===== config.mk =====
export PLATFORM = sky130hd
export DESIGN_NAME = nn_run_scheduler
export DESIGN_NICKNAME = d
export VERILOG_FILES = /design/src/rtl/nn_run_scheduler.sv
export SDC_FILE = /design/constraint.sdc
export NUM_CORES = 1
export LEC_CHECK = 0
export BUFFER_PORTS_ARGS = -buffer_cell sky130_fd_sc_hd__buf_2
export CAP_MARGIN = 20
export CORE_MARGIN = 2
export CORE_UTILIZATION = 35
export CTS_CLUSTER_SIZE = 20
export DETAILED_ROUTE_END_ITERATION = 6
export PLACE_DENSITY = 0.69
export RECOVER_POWER = 100
export SETUP_SLACK_MARGIN = 0.2
export SLEW_MARGIN = 5
export SYNTH_ARGS = -nofsm -noshare
export SYNTH_HDL_FRONTEND = slang
export SYNTH_SLANG_ARGS = --single-unit

===== constraint.sdc =====
create_clock -name clk -period 3.29 [get_ports clk]
set_input_delay 0.4935 -clock clk [delete_from_list [all_inputs] [get_ports clk]]
set_output_delay 0.4935 -clock clk [all_outputs]
set_load 0.02 [all_outputs]

===== src/rtl/nn_run_scheduler.sv =====
// nn_run_scheduler: run controller for the binary NN accelerator; arbitrates the shared W/X memory ports.
// Latency: start->ARM 1 cycle, ARM->RUN 1 cycle, finish/timeout->DONE 1 cycle, DONE->IDLE 1 cycle.
// Backpressure: start is never dropped (latched as pending while busy or loading); the loader has priority over starts.
module nn_run_scheduler #(
  parameter int                 W_ADDR_LEN = 20,
  parameter int                 X_ADDR_LEN = 10,
  parameter int                 W_SEL_LEN  = 2,
  parameter int                 X_SEL_LEN  = 2,
  parameter int                 CNT_LEN    = 24,
  parameter logic [CNT_LEN-1:0] TIMEOUT    = 24'hFFFFF0
) (
  input  logic                  clk,
  input  logic                  rst,
  input  logic                  start,
  output logic                  busy,
  output logic                  done,
  output logic                  error,
  output logic [CNT_LEN-1:0]    run_cycles,
  input  logic                  ld_req,
  output logic                  ld_gnt,
  input  logic [W_ADDR_LEN-1:0] ld_w_addr,
  input  logic [W_SEL_LEN-1:0]  ld_w_sel,
  input  logic                  ld_w_wq,
  input  logic [X_ADDR_LEN-1:0] ld_x_addr,
  input  logic [X_SEL_LEN-1:0]  ld_x_sel,
  input  logic                  ld_x_wq,
  input  logic                  ld_wx_write,
  output logic                  ce_en,
  input  logic                  ce_finish,
  input  logic [W_ADDR_LEN-1:0] ce_w_addr,
  input  logic [W_SEL_LEN-1:0]  ce_w_sel,
  input  logic                  ce_w_wq,
  input  logic [X_ADDR_LEN-1:0] ce_x_addr,
  input  logic [X_SEL_LEN-1:0]  ce_x_sel,
  input  logic                  ce_x_wq,
  input  logic                  ce_wx_write,
  output logic [W_ADDR_LEN-1:0] mem_w_addr,
  output logic [W_SEL_LEN-1:0]  mem_w_sel,
  output logic                  mem_w_wq,
  output logic [X_ADDR_LEN-1:0] mem_x_addr,
  output logic [X_SEL_LEN-1:0]  mem_x_sel,
  output logic                  mem_x_wq,
  output logic                  mem_wx_write
);

  typedef enum logic [2:0] {
    S_IDLE = 3'd0,
    S_LOAD = 3'd1,
    S_ARM  = 3'd2,
    S_RUN  = 3'd3,
    S_DONE = 3'd4
  } state_t;

  // Value of the run counter on the last RUN edge a timed-out inference may spend.
  localparam logic [CNT_LEN-1:0] TERM_CNT = TIMEOUT - {{(CNT_LEN-1){1'b0}}, 1'b1};

  state_t               state_q;
  logic                 pend_q;
  logic                 busy_q;
  logic                 done_q;
  logic                 error_q;
  logic                 ld_gnt_q;
  logic                 ce_en_q;
  logic [CNT_LEN-1:0]   run_cycles_q;

  // Sequencer: state plus every registered output, all updated from the transition taken.
  always_ff @(posedge clk or posedge rst) begin
    if (rst) begin
      state_q      <= S_IDLE;
      pend_q       <= 1'b0;
      busy_q       <= 1'b0;
      done_q       <= 1'b0;
      error_q      <= 1'b0;
      ld_gnt_q     <= 1'b0;
      ce_en_q      <= 1'b0;
      run_cycles_q <= '0;
    end else begin
      done_q <= 1'b0;
      // A start that cannot be accepted right now is remembered, never dropped.
      if (start && (state_q != S_IDLE)) pend_q <= 1'b1;
      case (state_q)
        S_IDLE: begin
          if (ld_req) begin
            state_q  <= S_LOAD;
            ld_gnt_q <= 1'b1;
            if (start) pend_q <= 1'b1;
          end else if (start || pend_q) begin
            state_q      <= S_ARM;
            busy_q       <= 1'b1;
            error_q      <= 1'b0;
            pend_q       <= 1'b0;
            run_cycles_q <= '0;
          end
        end
        S_LOAD: begin
          if (!ld_req) begin
            state_q  <= S_IDLE;
            ld_gnt_q <= 1'b0;
          end
        end
        S_ARM: begin
          // One cycle with ce_en low gives the engine its synchronous reset.
          state_q <= S_RUN;
          ce_en_q <= 1'b1;
        end
        S_RUN: begin
          if (run_cycles_q != '1) run_cycles_q <= run_cycles_q + 1'b1;
          if (ce_finish || (run_cycles_q == TERM_CNT)) begin
            state_q <= S_DONE;
            ce_en_q <= 1'b0;
            done_q  <= 1'b1;
            // Finish wins a tie with the terminal count.
            if (!ce_finish) error_q <= 1'b1;
          end
        end
        S_DONE: begin
          state_q <= S_IDLE;
          busy_q  <= 1'b0;
        end
        default: begin
          state_q  <= S_IDLE;
          busy_q   <= 1'b0;
          ld_gnt_q <= 1'b0;
          ce_en_q  <= 1'b0;
        end
      endcase
    end
  end

  // Memory port mux: loader owns the ports only in LOAD; writes pass only in LOAD or RUN.
  always_comb begin
    mem_w_addr   = ce_w_addr;
    mem_w_sel    = ce_w_sel;
    mem_x_addr   = ce_x_addr;
    mem_x_sel    = ce_x_sel;
    mem_wx_write = ce_wx_write;
    mem_w_wq     = 1'b0;
    mem_x_wq     = 1'b0;
    if (state_q == S_LOAD) begin
      mem_w_addr   = ld_w_addr;
      mem_w_sel    = ld_w_sel;
      mem_x_addr   = ld_x_addr;
      mem_x_sel    = ld_x_sel;
      mem_wx_write = ld_wx_write;
      mem_w_wq     = ld_w_wq;
      mem_x_wq     = ld_x_wq;
    end else if (state_q == S_RUN) begin
      mem_w_wq = ce_w_wq;
      mem_x_wq = ce_x_wq;
    end
  end

  assign busy       = busy_q;
  assign done       = done_q;
  assign error      = error_q;
  assign run_cycles = run_cycles_q;
  assign ld_gnt     = ld_gnt_q;
  assign ce_en      = ce_en_q;

endmodule

==> results of run 1 <==
## registers in the layout (all words and copies together), names as in the netlist
| register | flops |
|---|---|
| ce_en | 1 |
| pend_q | 1 |
| error | 1 |
| busy | 1 |
| run_cycles | 24 |
| done | 1 |
| ld_gnt | 1 |
| state_q | 3 |
## logic make-up (layout without fill, tap and decap cells)
group / Yosys count / count (layout) / synth area share (%)
mux: 37 / 37 / 19.3
simple gates: 95 / 95 / 22.7
fa+ha+maj: 1 / 1 / 0.583
buf+inv: 13 / 159 / 2.80
flops: 33 / 33 / 38.5
compound gates: 39 / 39 / 12.1
xor+xnor: 10 / 10 / 4.08
## critical path: cells and delay by family (launching register included)
kind	cells	cell delay (ns)
buf+inv	2	0.88
simple gates	1	0.23
mux	1	0.42
flops	1	0.47
## power groups by stage
stage | Sequential (mW) | Combinational (mW) | Clock [mW]
after floorplan | 0.616 | 0.791 | 0
after global placement | 0.581 | 1.18 | 0
after detailed placement | 0.581 | 1.19 | 0
after CTS | 0.576 | 1.20 | 0.301
after global routing | 0.591 | 1.22 | 0.325
final | 0.577 | 1.12 | 0.296
## cells in the mapped netlist (6+ instances only)
cell | count | area (sq um)
a21oi_1 | 11 | 55.1
clkbuf_1 | 6 | 22.5
dfrtp_1 | 33 | 826
mux2_2 | 35 | 394
nand2_1 | 15 | 56.3
nand3_1 | 8 | 40.0
nand4_1 | 10 | 62.6
nor2_1 | 28 | 105
nor3_1 | 6 | 30.0
nor4_1 | 6 | 37.5
o21ai_0 | 11 | 55.1
xnor2_1 | 10 | 87.6
## metrics by stage
| stage | hold WS (ns) | area, sq um | util [%] |
|---|---|---|---|
| 2_1_floorplan | 0.515 | 2150 | - |
| 3_3_place_gp | 0.482 | 2950 | 49.9 |
| 3_5_place_dp | 0.482 | 2950 | 49.9 |
| 4_1_cts | 0.305 | 3030 | 51.2 |
| 5_1_grt | 0.342 | 2940 | 49.6 |
| 6_report | 0.285 | 2940 | 49.6 |
## worst max path at each step
| stage | startpoint | depth (start not counted) | end |
|---|---|---|---|
| floorplan | state_q[2]$_DFFE_PP0P_ | 4 | mem_w_addr[0] |
| global placement | ld_req | 6 | run_cycles[19]$_DFFE_PP0P_ |
| detailed placement | ld_req | 6 | run_cycles[21]$_DFFE_PP0P_ |
| CTS | state_q[2]$_DFFE_PP0P_ | 4 | mem_w_addr[3] |
| global route | state_q[0]$_DFFE_PP0P_ | 5 | mem_w_addr[3] |
| finish | state_q[2]$_DFFE_PP0P_ | 4 | mem_w_addr[3] |
## layout make-up
type,count,area share [%]
multi-input cells,182,43.1
flip-flops and latches,33,28.1
well taps,75,3.19
inverters,3,0.383
clock buffers,8,2.72
repair buffers,148,22.5
## layer usage
metal  vias up  part of all wire (%)  global-route usage [%]  routed length, um
met5         -                     0                       0                  0
met2       103                    52                    36.7               3620
met3         9                   7.9                    5.22                558
li1       1130                     -                       -                  -
met1      1107                    39                    24.9               2760
met4         0                   1.2                    6.83                 85
==> results_dict.tcl, run 1 <==
set metrics [dict create \
    status "finished, final reports clean" \
    power-per-cell-area_mw_per_mm2 679 \
    final_common_cell "buf_2" \
    num_vias 2349 \
    hold_viol 0 \
    yosysUniqueCellTypes 37 \
    ff_latch_area_sq_um 826 \
    power.switching_mw 0.933 \
    swShare_pct 46.7 \
    relSlewSlack_pct 32.2 \
    antenna_found_initial 0 \
    finalNonFillerCells 449 \
    drive_gt1_share_pct 33.7 \
    grt_start_max_net_pins 38 \
    clk_pin_slew_ns 0.07 \
    setup_ws_ns 0.506 \
    drtIter0Drc 78 \
    dieHeight_um 82.3 \
    setup.worst_path.class "flop to primary output" \
    layout.nets 453 \
    fmax_ghz 0.359 \
    grt_pass1_vias 2263 \
    fin_setup_tns_ns 0 \
    place_congestion 0.834 \
    synth_fp_nets 308 \
    cts_setup_buffers 0 \
    synth_cells 228 \
    diodes 0 \
    tightest_slew_ns 1.02 \
    fillCellCount 608 \
    fin_crit_sh_pct 84.6 \
    drtAntennaViolNets 0 \
    syn_area_sq_mm 0.00215 \
    hold_buffers 0 \
    leakage_nw 1.27 \
    grt_pass1_wl_mm 10.8 \
    p_comb_share_pct 56.3 \
    preCtsSetupSlack_ns 0.880 \
    internal-power_mw 1.06 \
    dieArea_sq_mm 0.00678 \
    cts_root_buf "clkbuf_8" \
    clkPwrFrac_pct 14.8 \
    setup_violations 0 \
    yosysWarnings 0 \
    cp_slowest_stage_delay_ns 0.69 \
    grt-ovfl-total 0 \
    wirelength_mm 7.02 \
    async_reset_ff_share_pct 100 \
    finalMaxSlewViolations 0 \
    multi_input_comb_area_sq_mm 0.00127 \
    coreArea_sq_mm 0.00592 \
    cts_buffers 5 \
    clock_sinks 33 \
    most-common-layout-cells "buf_2 (80), clkbuf_1 (69), mux2_2 (35)" \
    worstPathArrival_ns 2.29 \
    cp_cell_sequence "nor3_1 -> clkbuf_2 -> mux2_2 -> clkbuf_1" \
    clockBufferDepth 2 \
    yosysSeqAreaShare_pct 38.5 \
    ys.flop_type "dfrtp_1" \
    reg2reg_to "run_cycles[21]$_DFFE_PP0P_" \
    dr.pass1.iters 4 \
    post_cts_resized 0 \
    regToRegStartpoint "state_q[2]$_DFFE_PP0P_" \
    p_total_mw 2.00 \
    start_util_pct 36.3 \
    tritoncts "yes" \
    track_usage_pct 20.9 \
    detailed_place_hpwl_mm 5.57 \
    io_pins 145 \
    r2r_slack_ns 0.88 \
    p_seq_share_pct 28.9 \
    required_ns 2.80 \
    slowest_stage "clkbuf_2" \
    viasPerCell 5.23 \
    row_count 28 \
    peakVddDrop_uv 417 \
    finClkSkew_ns 0.00302 \
    reg2regPathDepth 5 \
    clk-insertion-delay-late_ns 0.29 \
    h-tree-depth 2 \
    die_width_um 82.3 \
    cap_violations 0 \
    ys_seq_elements 33 \
    crit_path_start_kind "flop" \
    synth_area_per_cell_sq_um 9.42 \
    drc 0 \
    hp-class "primary input to asynchronous set/reset pin" \
    syn_to_final_growth_pct 36.9 \
    cp_max_fo 37 \
    wl_per_cell_um 15.6 \
    synth_edf_count 0 \
    rsz0062_at_grt "no" \
    worstSetupEndpointType "primary output" \
    dp_cells 441 \
    numPortBuffers 144 \
    fin_crit_ns 2.78 \
]
Note: power is estimated with default switching activity, not from simulation.
==> run 2, diff against run 1 <==
- clock period: 3.29 -> 2.6 ns (I/O delays scaled with it)
==> run 2 against run 1 <==
The flow now finishes with violations (capacitance limit, slew limit). Critical path depth up 1. Sequential share of layout area down 0.73 points. Wire length down 1.9%. Clock skew up 0.0052 ns. Cell count up 1.1%. Via count down 1.1%. Critical endpoint is now mem_w_addr[7]. Highest routed layer unchanged.
==> results_dict.tcl, run 2 (synthesis results as in run 1) <==
set metrics [dict create \
    cp_max_fo 37 \
    regToRegStartpoint "state_q[1]$_DFFE_PP0P_" \
    numPortBuffers 144 \
    peakVddDrop_uv 502 \
    drc 0 \
    drive_gt1_share_pct 34.6 \
    grt_pass1_vias 2234 \
    layout.nets 458 \
    hold_buffers 0 \
    fin_crit_ns 2.37 \
    finalMaxSlewViolations 34 \
    placed_area_sq_mm 0.00298 \
    die_width_um 82.3 \
    violations "capacitance limit, slew limit" \
    clk_pin_slew_ns 0.07 \
    cts_root_buf "clkbuf_8" \
    rsz0062_at_grt "no" \
    p_total_mw 2.75 \
    path_buf_inv 3 \
    worstSetupPathDepth 5 \
    status "complete, but fails checks" \
    dp_cells 444 \
    crit_path_start_kind "flop" \
    diodes 0 \
    drtIter0Drc 85 \
    viasPerCell 5.11 \
    hold_viol 0 \
    hold_ws_ns 0.395 \
    relSlewSlack_pct -18.8 \
    reg2regPathDepth 5 \
    cp_slowest_stage_delay_ns 0.38 \
    detailed_place_hpwl_mm 5.43 \
    wl_per_cell_um 15.2 \
    grt-ovfl-total 0 \
    cp_cell_sequence "clkbuf_1 -> nor3_4 -> buf_6 -> mux2_2 -> clkbuf_1" \
    power-per-cell-area_mw_per_mm2 910 \
    place_congestion 0.854 \
    wirelength_mm 6.89 \
    tritoncts "yes" \
    dr.pass1.iters 4 \
    endpoint "mem_w_addr[7]" \
    coreArea_sq_mm 0.00592 \
    grt_start_max_net_pins 38 \
    clockBufferDepth 2 \
    start_util_pct 36.3 \
    hp-class "primary input to flop" \
    reg2reg_to "run_cycles[21]$_DFFE_PP0P_" \
    fin_setup_tns_ns 0 \
    row_count 28 \
    setup.worst_path.class "flop to primary output" \
    dieArea_sq_mm 0.00678 \
    tightest_slew_ns 1.78 \
    fin_crit_sh_pct 91.3 \
    preCtsSetupSlack_ns 0.238 \
    finClkSkew_ns 0.00822 \
    most-common-layout-cells "buf_2 (79), clkbuf_1 (68), mux2_2 (35)" \
    setup_ws_ns 0.225 \
    r2r_slack_ns 0.25 \
    num_vias 2322 \
    final_cell_area_sq_mm 0.00302 \
    syn_to_final_growth_pct 40.7 \
    worstPathArrival_ns 1.98 \
    cpLargestDelayFamily "buffers and inverters" \
    h-tree-depth 2 \
    worstSetupEndpointType "primary output" \
    drtAntennaViolNets 0 \
    dieHeight_um 82.3 \
    largest_reg_flops 24 \
    setup_violations 0 \
    grt_pass1_wl_mm 10.5 \
    fmax_ghz 0.421 \
    cts_buffers 5 \
    io_pins 145 \
    cap_violations 1 \
    required_ns 2.21 \
    final_common_cell "buf_2" \
    finalNonFillerCells 454 \
    slowest_stage "dfrtp_1" \
    clock_sinks 33 \
    antenna_found_initial 0 \
    crit_top_cell "clkbuf_1" \
    clk-insertion-delay-late_ns 0.29 \
    startpoint "state_q[2]$_DFFE_PP0P_" \
    track_usage_pct 20.1 \
    post-route-util_pct 51.0 \
    leakage_nw 1.31 \
]
-- run 2: worst min path at each step --
| stage | startpoint | end | slack [ns] | depth (start not counted) |
|---|---|---|---|---|
| 6_report | ce_finish | state_q[2]$_DFFE_PP0P_ | 0.39 | 3 |
| 3_5_place_dp | ld_gnt$_DFFE_PP0P_ | ld_gnt$_DFFE_PP0P_ | 0.49 | 2 |
| 5_1_grt | ce_finish | state_q[2]$_DFFE_PP0P_ | 0.44 | 3 |
| 4_1_cts | rst | ld_gnt$_DFFE_PP0P_ | 0.20 | 3 |
| 3_3_place_gp | busy$_DFFE_PP0P_ | busy$_DFFE_PP0P_ | 0.49 | 2 |
| 2_1_floorplan | rst | busy$_DFFE_PP0P_ | 0.52 | 1 |
-- run 2: layout make-up --
| class | instances | area [sq um] |
|---|---|---|
| Clock buffer | 5 | 68.8 |
| Clock inverter | 3 | 65.1 |
| Fill cell | 596 | 2900 |
| Inverter | 3 | 11.3 |
| Multi-Input combinational cell | 182 | 1260 |
| Sequential cell | 33 | 827 |
| Tap cell | 75 | 93.8 |
| Timing Repair Buffer | 153 | 694 |
-- run 2: metal layers --
metal	track usage [%]	wire, um	vias to the layer above
met5	0	0	-
met4	5.00	80	0
met3	6.09	567	9
met2	35.6	3530	103
met1	23.7	2710	1067
li1	-	-	1143
-- run 2: tightest hold or removal path: stages --
cell     delay (ns)
buf_2          0.09
a21oi_1        0.07
nor2_1         0.09
-- run 2: where the power goes --
part | switching (mW) | internal (mW)
combinational | 0.898 | 0.556
clock | 0.197 | 0.381
sequential | 0.109 | 0.610
total | 1.20 | 1.55
-- run 2: timing repair --
action,in CTS,in global routing
buffers inserted,0,2
gates resized for setup,0,2
setup endpoints to repair,0,38
